$ cat src/rtl/chunked_alu_flags_if.sv
// Request/response bundle for chunked_alu_flags.
// STICKY_OVF_EN adds the ovf_clr / ovf_sticky pair.
interface chunked_alu_flags_if #(
  parameter int WIDTH = 32
);
  logic             start;
  logic [WIDTH-1:0] a;
  logic [WIDTH-1:0] b;
  logic [1:0]       op;
  logic             busy;
  logic             done;
  logic [WIDTH-1:0] result;
  logic             ovf;
  logic             zero;
  logic             cout;
`ifdef STICKY_OVF_EN
  logic             ovf_clr;
  logic             ovf_sticky;

  modport master (output start, a, b, op, ovf_clr,
                  input  busy, done, result, ovf, zero, cout, ovf_sticky);
  modport slave  (input  start, a, b, op, ovf_clr,
                  output busy, done, result, ovf, zero, cout, ovf_sticky);
`else
  modport master (output start, a, b, op,
                  input  busy, done, result, ovf, zero, cout);
  modport slave  (input  start, a, b, op,
                  output busy, done, result, ovf, zero, cout);
`endif
endinterface

$ cat src/rtl/chunked_alu_flags.sv
// Multi-cycle add/sub/SLT/SLTU unit: adds CHUNK bits per cycle, low chunk first.
// Define STICKY_OVF_EN to add the accumulated-overflow flag (ovf_clr / ovf_sticky).
module chunked_alu_flags #(
  parameter int WIDTH = 32,
  parameter int CHUNK = 8
) (
  input logic           clk,
  input logic           reset,
  chunked_alu_flags_if.slave bus
);

  localparam int NCH = WIDTH / CHUNK;
  localparam int IW  = $clog2(NCH) + 1;
  localparam logic [IW-1:0] LAST_IDX = IW'(NCH - 1);

  generate
    if (WIDTH < 2 || CHUNK < 1 || (WIDTH % CHUNK) != 0) begin : g_badParams
      $error("chunked_alu_flags: WIDTH must be >= 2 and a multiple of CHUNK");
    end
  endgenerate

  typedef enum logic [1:0] {IDLE, RUN, DONE} state_t;

  state_t           r_state;
  state_t           w_next;
  logic [WIDTH-1:0] r_a;
  logic [WIDTH-1:0] r_b;
  logic [WIDTH-1:0] r_sum;
  logic [WIDTH-1:0] r_result;
  logic [1:0]       r_op;
  logic             r_carry;
  logic [IW-1:0]    r_idx;
  logic             r_ovf;
  logic             r_zero;
  logic             r_cout;

  logic             w_busy;
  logic             w_done;
  logic             w_accept;
  logic             w_last;
  logic [CHUNK-1:0] w_aChunk;
  logic [CHUNK-1:0] w_bChunk;
  logic [CHUNK:0]   w_chunkAdd;
  logic [WIDTH-1:0] w_sum;
  logic             w_ovI;
  logic             w_lt;
  logic [WIDTH-1:0] w_finalResult;
  logic             w_finalOvf;

  always_comb begin
    w_busy   = (r_state == RUN);
    w_done   = (r_state == DONE);
    w_accept = bus.start & ~w_busy;
    w_last   = w_busy & (r_idx == LAST_IDX);
    w_next   = r_state;
    case (r_state)
      IDLE:    if (w_accept) w_next = RUN;
      RUN:     if (w_last) w_next = DONE;
      DONE:    w_next = bus.start ? RUN : IDLE;
      default: w_next = IDLE;
    endcase
  end

  always_ff @(posedge clk or posedge reset) begin
    if (reset) r_state <= IDLE;
    else       r_state <= w_next;
  end

  // w_sum is the full raw sum as it will look once the current chunk is stored,
  // so on the last RUN edge the flags see the complete word.
  always_comb begin
    w_aChunk   = r_a[int'(r_idx) * CHUNK +: CHUNK];
    w_bChunk   = r_b[int'(r_idx) * CHUNK +: CHUNK];
    w_chunkAdd = {1'b0, w_aChunk} + {1'b0, w_bChunk} + (CHUNK + 1)'(r_carry);
    w_sum      = r_sum;
    w_sum[int'(r_idx) * CHUNK +: CHUNK] = w_chunkAdd[CHUNK-1:0];
    w_ovI      = (r_a[WIDTH-1] == r_b[WIDTH-1]) & (w_sum[WIDTH-1] != r_a[WIDTH-1]);
    w_lt       = (r_op == 2'b10) ? (w_sum[WIDTH-1] ^ w_ovI) : ~w_chunkAdd[CHUNK];
    w_finalResult = r_op[1] ? {{(WIDTH-1){1'b0}}, w_lt} : w_sum;
    w_finalOvf    = r_op[1] ? 1'b0 : w_ovI;
  end

  always_ff @(posedge clk or posedge reset) begin
    if (reset) begin
      r_a      <= '0;
      r_b      <= '0;
      r_sum    <= '0;
      r_result <= '0;
      r_op     <= '0;
      r_carry  <= 1'b0;
      r_idx    <= '0;
      r_ovf    <= 1'b0;
      r_zero   <= 1'b0;
      r_cout   <= 1'b0;
    end else if (w_accept) begin
      r_a     <= bus.a;
      r_b     <= (bus.op != 2'b00) ? ~bus.b : bus.b;
      r_carry <= (bus.op != 2'b00);
      r_op    <= bus.op;
      r_idx   <= '0;
    end else if (w_busy) begin
      r_sum   <= w_sum;
      r_carry <= w_chunkAdd[CHUNK];
      r_idx   <= w_last ? '0 : r_idx + 1'b1;
      if (w_last) begin
        r_result <= w_finalResult;
        r_ovf    <= w_finalOvf;
        r_zero   <= (w_finalResult == '0);
        r_cout   <= w_chunkAdd[CHUNK];
      end
    end
  end

  assign bus.busy   = w_busy;
  assign bus.done   = w_done;
  assign bus.result = r_result;
  assign bus.ovf    = r_ovf;
  assign bus.zero   = r_zero;
  assign bus.cout   = r_cout;

`ifdef STICKY_OVF_EN
  logic r_ovfSticky;

  // A set in the done cycle wins over a simultaneous clear.
  always_ff @(posedge clk or posedge reset) begin
    if (reset)                r_ovfSticky <= 1'b0;
    else if (w_done & r_ovf)  r_ovfSticky <= 1'b1;
    else if (bus.ovf_clr)     r_ovfSticky <= 1'b0;
  end

  assign bus.ovf_sticky = r_ovfSticky;
`endif

endmodule

$ cat src/flat_wrapper.sv
// flat-port wrapper written by rule: the top's interface ports become plain ports
module chunked_alu_flags_flat 
#(
  parameter int WIDTH = 32,
  parameter int CHUNK = 8
)
  (clk, reset, bus_start, bus_a, bus_b, bus_op, bus_busy, bus_done, bus_result, bus_ovf, bus_zero, bus_cout);
  chunked_alu_flags_if #(.WIDTH(WIDTH)) bus_i ();
  input logic clk;
  input logic reset;
  input wire logic [$bits(bus_i.start)-1:0] bus_start;
  input wire logic [$bits(bus_i.a)-1:0] bus_a;
  input wire logic [$bits(bus_i.b)-1:0] bus_b;
  input wire logic [$bits(bus_i.op)-1:0] bus_op;
  output wire logic [$bits(bus_i.busy)-1:0] bus_busy;
  output wire logic [$bits(bus_i.done)-1:0] bus_done;
  output wire logic [$bits(bus_i.result)-1:0] bus_result;
  output wire logic [$bits(bus_i.ovf)-1:0] bus_ovf;
  output wire logic [$bits(bus_i.zero)-1:0] bus_zero;
  output wire logic [$bits(bus_i.cout)-1:0] bus_cout;
  assign bus_i.start = bus_start;
  assign bus_i.a = bus_a;
  assign bus_i.b = bus_b;
  assign bus_i.op = bus_op;
  assign bus_busy = bus_i.busy;
  assign bus_done = bus_i.done;
  assign bus_result = bus_i.result;
  assign bus_ovf = bus_i.ovf;
  assign bus_zero = bus_i.zero;
  assign bus_cout = bus_i.cout;
  chunked_alu_flags #(.WIDTH(WIDTH), .CHUNK(CHUNK)) u_core (.clk(clk), .reset(reset), .bus(bus_i));
endmodule
$ cat config.mk
export PLATFORM = sky130hd
export DESIGN_NAME = chunked_alu_flags_flat
export DESIGN_NICKNAME = d
export VERILOG_FILES = /design/src/rtl/chunked_alu_flags_if.sv /design/src/rtl/chunked_alu_flags.sv /design/src/flat_wrapper.sv
export SDC_FILE = /design/constraint.sdc
export NUM_CORES = 1
export LEC_CHECK = 0
export ABC_CLOCK_PERIOD_IN_PS = 8109
export CAP_MARGIN = 20
export CORE_MARGIN = 5
export CORE_UTILIZATION = 25
export CTS_CLUSTER_DIAMETER = 40
export CTS_CLUSTER_SIZE = 8
export DETAILED_ROUTE_END_ITERATION = 12
export SLEW_MARGIN = 0
export SYNTH_ARGS = -nofsm -noshare
export SYNTH_HDL_FRONTEND = slang
export SYNTH_SLANG_ARGS = --single-unit
export TNS_END_PERCENT = 100
$ cat constraint.sdc
create_clock -name clk -period 8.11 [get_ports clk]
set_clock_uncertainty 0.1 [all_clocks]
set_input_delay 0.811 -clock clk [delete_from_list [all_inputs] [get_ports clk]]
set_output_delay 0.811 -clock clk [all_outputs]
set_load 0.1 [all_outputs]
==> results of run 1 <==
==> cells in the mapped netlist (11+ instances only) <==
cell type  instances  area share [%]
dfrtp_1          139              50
nand2_1          110             5.9
o21ai_0           92             6.6
mux2_2            39             6.3
clkbuf_1          37             2.0
xor2_1            34             4.3
a21oi_1           24             1.7
nor2_1            21             1.1
and2_1            15             1.3
mux4_2            14             4.5
a22o_1            13             1.6
inv_1             13            0.70
nor3_1            11            0.79
==> how the worst max path moves through the flow <==
| stage | startpoint | end | slack (ns) | depth (start not counted) |
|---|---|---|---|---|
| 6_report | u_core.r_idx[1] | u_core.bus.zero | 3.52 | 12 |
| 5_1_grt | u_core.r_idx[1] | u_core.bus.zero | 3.24 | 12 |
| 4_1_cts | u_core.r_idx[1] | u_core.bus.zero | 3.55 | 12 |
| 3_5_place_dp | u_core.r_idx[1] | u_core.bus.zero | 3.58 | 12 |
| 3_3_place_gp | u_core.r_idx[1] | u_core.bus.zero | 3.70 | 12 |
| 2_1_floorplan | reset | u_core.bus.cout | 3.47 | 1 |
==> metal layers <==
| layer | up-vias | global-route usage (%) | share of wire [%] |
|---|---|---|---|
| met3 | 18 | 3.14 | 6.1 |
| li1 | 2535 | - | - |
| met4 | 0 | 2.93 | 1.0 |
| met1 | 2489 | 16.1 | 45 |
| met2 | 157 | 19.1 | 47 |
| met5 | - | 0 | 0 |
==> stage by stage <==
stage / utilization, % / hold WS (ns)
2_1_floorplan: - / 0.342
3_3_place_gp: 30.3 / 0.357
3_5_place_dp: 30.3 / 0.370
4_1_cts: 32.5 / 0.384
5_1_grt: 32.6 / 0.397
6_report: 32.6 / 0.376
==> layout make-up <==
cell class                      count  area [um^2]  share of cell area [%]
Clock buffer                       18          429                    4.77
Tap cell                          378          473                    5.25
Multi-Input combinational cell    472         3260                    36.2
Inverter                           14         57.6                   0.639
Timing Repair Buffer              111         1110                    12.3
Sequential cell                   139         3480                    38.6
Clock inverter                     14          195                    2.17
==> logic make-up (layout without fill, tap and decap cells) <==
group / Yosys count / count (layout) / share of synthesized area (%)
XOR/XNOR: 36 / 36 / 4.53
AND/OR/NAND/NOR: 196 / 196 / 13.3
buffers and inverters: 57 / 157 / 3.47
adder cells (fa/ha/maj): 13 / 13 / 2.51
flip-flops: 139 / 139 / 49.9
multiplexers: 61 / 61 / 12.0
AO/OA/AOI/OAI: 166 / 166 / 14.3
==> registers in the layout, summed over array words and instances, names as in the netlist <==
register	cells
u_core.r_carry	1
u_core.r_sum	32
u_core.r_idx	3
u_core.r_op	2
u_core.r_a	32
u_core.r_b	32
u_core.bus.cout	1
u_core.bus.zero	1
u_core.bus.result	32
u_core.bus.ovf	1
u_core.r_state	2
==> worst max-delay path, stage by stage (launching register included) <==
cell and delay (ns):
dfrtp_1 0.99, mux4_2 0.35, nand2_1 0.07, fa_1 0.45, fa_1 0.42, xor2_1 0.74
nand4_1 0.19, a21oi_1 0.21, o22ai_1 0.11, nor4_2 0.27, o2111ai_1 0.15, a2111o_1 0.32
o211ai_2 0.13
==> results_dict.tcl, run 1 <==
set metrics [dict create \
    tns_ns 0 \
    drv_slew 0 \
    hold_buffers 0 \
    status "complete, no violations" \
    wl_per_cell_um 15.9 \
    ff2ff_path_depth 12 \
    finalCriticalPeriod_ns 4.59 \
    fin_ws_ns 3.52 \
    dr.first_iter.drc_count 287 \
    layout.nets 836 \
    worst_pin_slew_ns 1.02 \
    post_cts_resized 0 \
    die_w_um 177 \
    place_hpwl_mm 13.0 \
    final.period_utilization_pct 56.5 \
    final_common_cell "dfrtp_1" \
    root_buffer "clkbuf_16" \
    path_clk_slew_ns 0.06 \
    port_buffers 105 \
    route.detailed.drc 0 \
    gp_congestion 0.841 \
    hold_class "register to register" \
    antenna_found_initial 0 \
    async_flop_share_pct 100 \
    crit_path_start_kind "register" \
    postCtsSetupRepairBufs 0 \
    vias 5199 \
    synth_ff_type "dfrtp_1" \
    slew_headroom_pct 31.7 \
    clkSinkCount 139 \
    dpl_worst_slack_ns 3.58 \
    insertion_delay_ns 0.43 \
    regToRegSetupSlack_ns 3.52 \
    io_pins 106 \
    avgSynthCellArea_um2 10.4 \
    finalInstanceArea_mm2 0.00900 \
    critPathMaxFanout 24 \
    path_class "register to register" \
    finalSetupViolCount 0 \
    grt_max_degree 100 \
    dieArea_mm2 0.0313 \
    first_pass_iters 7 \
    worst_ep_required_time_ns 8.36 \
    grt_pass1_wl_mm 29.2 \
    cap_violations 0 \
    syn_nets 749 \
    rsz0062_at_grt "false" \
    hold_start "u_core.r_b[2]" \
    holdPathStages 2 \
    layoutNonFillerInstCount 1146 \
    ys_warn_count 0 \
    hold_end "u_core.r_b[2]" \
    arrival_ns 4.83 \
    row_count 61 \
    drt_wl_total_mm 18.2 \
    h-tree-depth 4 \
    worstReg2RegStart "u_core.r_idx[1]" \
    numCtsBuffers 17 \
    placed_cells 1113 \
    r2r_end "u_core.bus.zero" \
    die_h_um 177 \
    clockBufferDepth 2 \
    critPathCaptureType "register" \
    syn2layout_area_growth_pct 29.2 \
    hold_viol_final 0 \
    diodes 0 \
    fp.coreArea_mm2 0.0276 \
    place_area_mm2 0.00836 \
    viasPerCell 4.54 \
    grt_pass1_vias 5191 \
    synth-edff-count 0 \
    grt.total_usage_pct 11.9 \
    synth_seq_area_share_pct 49.9 \
    netlist_area_mm2 0.00697 \
    max_freq_ghz 0.218 \
    drive_gt1_share_pct 13.4 \
    ys_seq_elements 139 \
    ys_types 59 \
    grt_overflow_total 0 \
    cts_tree "yes" \
    nFillCells 2869 \
    postSynthCellCount 668 \
    final_cell_mix "139 x dfrtp_1, 109 x nand2_1, 105 x clkdlybuf4s50_1" \
    start_util_pct 25.2 \
    antenna_left 0 \
]
Power of run 1 is not shown: default switching activity piles up to over one toggle a cycle in this logic, so the estimate is an artifact.
==> inputs of run 2 (changes only) <==
--- a/config.mk
+++ b/config.mk
@@ -5,7 +5,7 @@
 export SDC_FILE = /design/constraint.sdc
 export NUM_CORES = 1
 export LEC_CHECK = 0
-export ABC_CLOCK_PERIOD_IN_PS = 8109
+export ABC_CLOCK_PERIOD_IN_PS = 3800
 export CAP_MARGIN = 20
 export CORE_MARGIN = 5
 export CORE_UTILIZATION = 25
==> constraint.sdc (replaced) <==
create_clock -name clk -period 3.8 [get_ports clk]
set_clock_uncertainty 0.1 [all_clocks]
set_input_delay 0.38 -clock clk [delete_from_list [all_inputs] [get_ports clk]]
set_output_delay 0.38 -clock clk [all_outputs]
set_load 0.1 [all_outputs]
==> results_dict.tcl, run 2 (same netlist as run 1, synthesis figures left out) <==
set metrics [dict create \
    antenna_left 0 \
    finalSetupViolCount 0 \
    clockBufferDepth 2 \
    syn2layout_area_growth_pct 32.7 \
    h-tree-depth 4 \
    first_pass_iters 4 \
    drive_gt1_share_pct 16.3 \
    finalCriticalPeriod_ns 3.63 \
    max_freq_ghz 0.276 \
    viasPerCell 4.50 \
    final_common_cell "dfrtp_1" \
    grt_use_met2_pct 18.8 \
    nFillCells 2811 \
    rsz0062_at_grt "false" \
    arrival_ns 3.88 \
    diodes 0 \
    die_w_um 177 \
    fp.coreArea_mm2 0.0276 \
    dieArea_mm2 0.0313 \
    slew_headroom_pct 28.7 \
    gp_congestion 0.813 \
    row_count 61 \
    drt_wl_total_mm 18.3 \
    crit_path_start_kind "register" \
    crit_start "u_core.r_idx[0]" \
    tns_ns 0 \
    grt_overflow_total 0 \
    vias 5236 \
    die_h_um 177 \
    dr.first_iter.drc_count 334 \
    critPathCaptureType "register" \
    port_buffers 105 \
    cap_violations 0 \
    drv_slew 0 \
    io_pins 106 \
    grt_max_degree 100 \
    worst_ep_required_time_ns 4.05 \
    final_cell_mix "139 x dfrtp_1, 109 x nand2_1, 104 x clkdlybuf4s50_1" \
    hold_class "input pin to asynchronous set/reset pin" \
    antenna_found_initial 0 \
    cts_tree "yes" \
    place_hpwl_mm 13.5 \
    path_clk_slew_ns 0.06 \
    grtUsageMet3_pct 2.95 \
    insertion_delay_ns 0.43 \
    top_usage_layer "met2" \
    grt_pass1_wl_mm 29.4 \
    status "complete, no violations" \
    grt_pass1_vias 5241 \
    start_util_pct 25.2 \
    route.detailed.drc 0 \
    path_class "register to register" \
    numCtsBuffers 17 \
    met1_usage_pct 16.5 \
    wl_per_cell_um 15.7 \
    layout.nets 854 \
    root_buffer "clkbuf_16" \
    worst_pin_slew_ns 1.07 \
    clkSinkCount 139 \
    worstReg2RegStart "u_core.r_idx[0]" \
    final.period_utilization_pct 95.5 \
    critPathMaxFanout 15 \
    grt.total_usage_pct 12.0 \
    hold_viol_final 0 \
]
-- run 2: cell type report --
type	count	area (um^2)	share of cell area, %
inverters	14	56.3	0.609
clock inverters	15	223	2.41
clock buffers	17	425	4.60
well taps	378	473	5.12
flip-flops and latches	139	3480	37.6
repair buffers	129	1290	14.0
multi-input cells	472	3300	35.7
-- run 2: what timing repair did --
item                                    CTS  global route
hold buffers                              0             0
endpoints found under the setup margin    0             3
setup buffers                             0             1
gates resized for setup                   0             6
-- run 2: stage by stage --
step | util [%] | setup WS (ns) | cell area [um^2] | cells | hold WS, ns
2_1_floorplan | - | 0.0337 | 6970 | 668 | 0.342
3_3_place_gp | 30.9 | 0.169 | 8530 | 1130 | 0.357
3_5_place_dp | 30.9 | 0.130 | 8530 | 1130 | 0.370
4_1_cts | 33.2 | 0.114 | 9180 | 1162 | 0.383
5_1_grt | 33.5 | 0.000489 | 9250 | 1164 | 0.171
6_report | 33.5 | 0.172 | 9250 | 1164 | 0.160
-- run 2: critical path: stages, from the launching register on --
cell      delay, ns
dfrtp_1        0.39
buf_12         0.18
mux4_2         0.50
and2_1         0.18
ha_1           0.34
or2_2          0.30
o311ai_1       0.15
a21oi_1        0.20
mux2i_1        0.26
nand2_1        0.11
maj3_1         0.36
a2111o_1       0.43
o211ai_2       0.06
-- run 2: final timing paths --
check	to	slack [ns]	cells after the start
max reg2reg	u_core.bus.zero	0.17	12
max in group asynchronous	u_core.r_a[25]	2.63	4
min reg2reg	u_core.bus.result[23]	0.37	2
min	u_core.r_op[1]	0.16	2
min in group clk	u_core.bus.result[23]	0.37	2
max	u_core.bus.zero	0.17	12
-- run 2: per-layer routing --
metal / vias up / share of wire [%]
met3: 17 / 4.6
met5: - / 0
met2: 131 / 47
met4: 0 / 1.3
met1: 2515 / 47
li1: 2573 / -
Power of run 2 is left out for the same reason.
==> inputs of run 3 (changes only) <==
--- a/config.mk
+++ b/config.mk
@@ -7,7 +7,7 @@
 export LEC_CHECK = 0
 export ABC_CLOCK_PERIOD_IN_PS = 3800
 export CAP_MARGIN = 20
-export CORE_MARGIN = 5
+export CORE_MARGIN = 4
 export CORE_UTILIZATION = 25
 export CTS_CLUSTER_DIAMETER = 40
 export CTS_CLUSTER_SIZE = 8
==> results_dict.tcl, run 3 (same netlist as run 1, synthesis figures left out) <==
set metrics [dict create \
    status "complete, no violations" \
    finalSetupViolCount 0 \
    path_buf_inv 1 \
    die_h_um 175 \
    final_common_cell "dfrtp_1" \
    place_area_mm2 0.00851 \
    route.detailed.drc 0 \
    tns_ns 0 \
    place_hpwl_mm 13.4 \
    drt_wl_total_mm 18.2 \
    clockBufferDepth 2 \
    antenna_found_initial 0 \
    hold_viol_final 0 \
    slowest_delay_ns 0.64 \
    drv_slew 0 \
    row_count 60 \
    final_util_pct 33.7 \
    final.period_utilization_pct 96.4 \
    path_class "register to register" \
    worst_ep_required_time_ns 4.00 \
    die_w_um 175 \
    cts_tree "yes" \
    root_buffer "clkbuf_16" \
    viasPerCell 4.51 \
    worst_pin_slew_ns 1.02 \
    cpMostUsedCell "o311ai_2" \
    arrival_ns 3.86 \
    critPathMaxFanout 9 \
    insertion_delay_ns 0.43 \
    grt.total_usage_pct 12.3 \
    crit_path_start_kind "register" \
    antenna_left 0 \
    io_pins 106 \
    wl_per_cell_um 15.7 \
    cap_violations 0 \
    grt_pass1_wl_mm 29.7 \
    dr.first_iter.drc_count 334 \
    path_clk_slew_ns 0.06 \
    grt_max_degree 140 \
    crit_chain "buf_6 > mux4_2 > and2_1 > ha_1 > or2_2 > o311ai_2 > or4b_2 > o311ai_2 > a21oi_1 > o21bai_1 > a2111o_1 > o211ai_2" \
    gp_congestion 0.818 \
    holdWs_ns 0.375 \
    port_buffers 105 \
    nFillCells 2783 \
    top_usage_layer "met2" \
    max_freq_ghz 0.273 \
    syn2layout_area_growth_pct 31.5 \
    met1_usage_pct 16.9 \
    final_cell_mix "139 x dfrtp_1, 109 x nand2_1, 104 x clkdlybuf4s50_1" \
    fp.coreArea_mm2 0.0272 \
    dieArea_mm2 0.0306 \
    critPathCaptureType "register" \
    grt_pass1_vias 5304 \
    drive_gt1_share_pct 16.9 \
    finalInstanceArea_mm2 0.00916 \
    start_util_pct 25.6 \
    slew_headroom_pct 31.9 \
    vias 5228 \
    layout.nets 856 \
    diodes 0 \
    finalCriticalPeriod_ns 3.66 \
    grt_overflow_total 0 \
    numCtsBuffers 17 \
    cpLargestDelayFamily "simple AND/OR/NAND/NOR gates" \
    crit_slowest_cell "or4b_2" \
    grtUsageMet3_pct 3.14 \
    clkSinkCount 139 \
    h-tree-depth 4 \
    first_pass_iters 4 \
    grt_use_met2_pct 19.4 \
    hold_class "register to register" \
]
==> run 3: worst paths after layout <==
| check | cells past startpoint | from | slack, ns | end |
|---|---|---|---|---|
| worst min-delay path | 2 | u_core.bus.result[26] | 0.37 | u_core.bus.result[26] |
| worst min register to register | 2 | u_core.bus.result[26] | 0.37 | u_core.bus.result[26] |
| min in group asynchronous | 3 | reset | 0.42 | u_core.bus.ovf |
| max in group asynchronous | 3 | reset | 2.62 | u_core.r_a[14] |
| worst max-delay path | 12 | u_core.r_idx[0] | 0.14 | u_core.bus.zero |
| worst max register to register | 12 | u_core.r_idx[0] | 0.14 | u_core.bus.zero |
==> run 3: cell type report <==
| type | instances | area (um^2) | area share [%] |
|---|---|---|---|
| repair buffers | 131 | 1290 | 14.1 |
| flip-flops and latches | 139 | 3480 | 38.0 |
| multi-input cells | 472 | 3320 | 36.2 |
| clock buffers | 21 | 460 | 5.03 |
| well taps | 372 | 465 | 5.08 |
| clock inverters | 11 | 96.3 | 1.05 |
| inverters | 14 | 56.3 | 0.615 |
==> run 3: what timing repair did <==
item | in CTS | in global routing
hold buffers | 0 | 0
endpoints found under the setup margin | 0 | 5
gates resized for setup | 0 | 13
setup buffers | 0 | 2
==> run 3: tightest hold or removal path: stages, from the launching register on <==
cell,delay (ns)
dfrtp_1,0.34
nand2_1,0.05
o21ai_0,0.06
==> run 3: metal layers <==
metal,wire (um),part of all wire (%)
met1,8520,47
met2,8600,47
met3,917,5.0
met4,170,0.93
met5,0,0
==> run 3: per-stage QoR <==
stage,setup WS [ns],cells
3_5_place_dp,0.0423,1125
5_1_grt,-0.0130,1160
2_1_floorplan,0.0337,668
4_1_cts,0.0152,1157
6_report,0.137,1160
3_3_place_gp,0.134,1125
Power of run 3 is left out for the same reason.
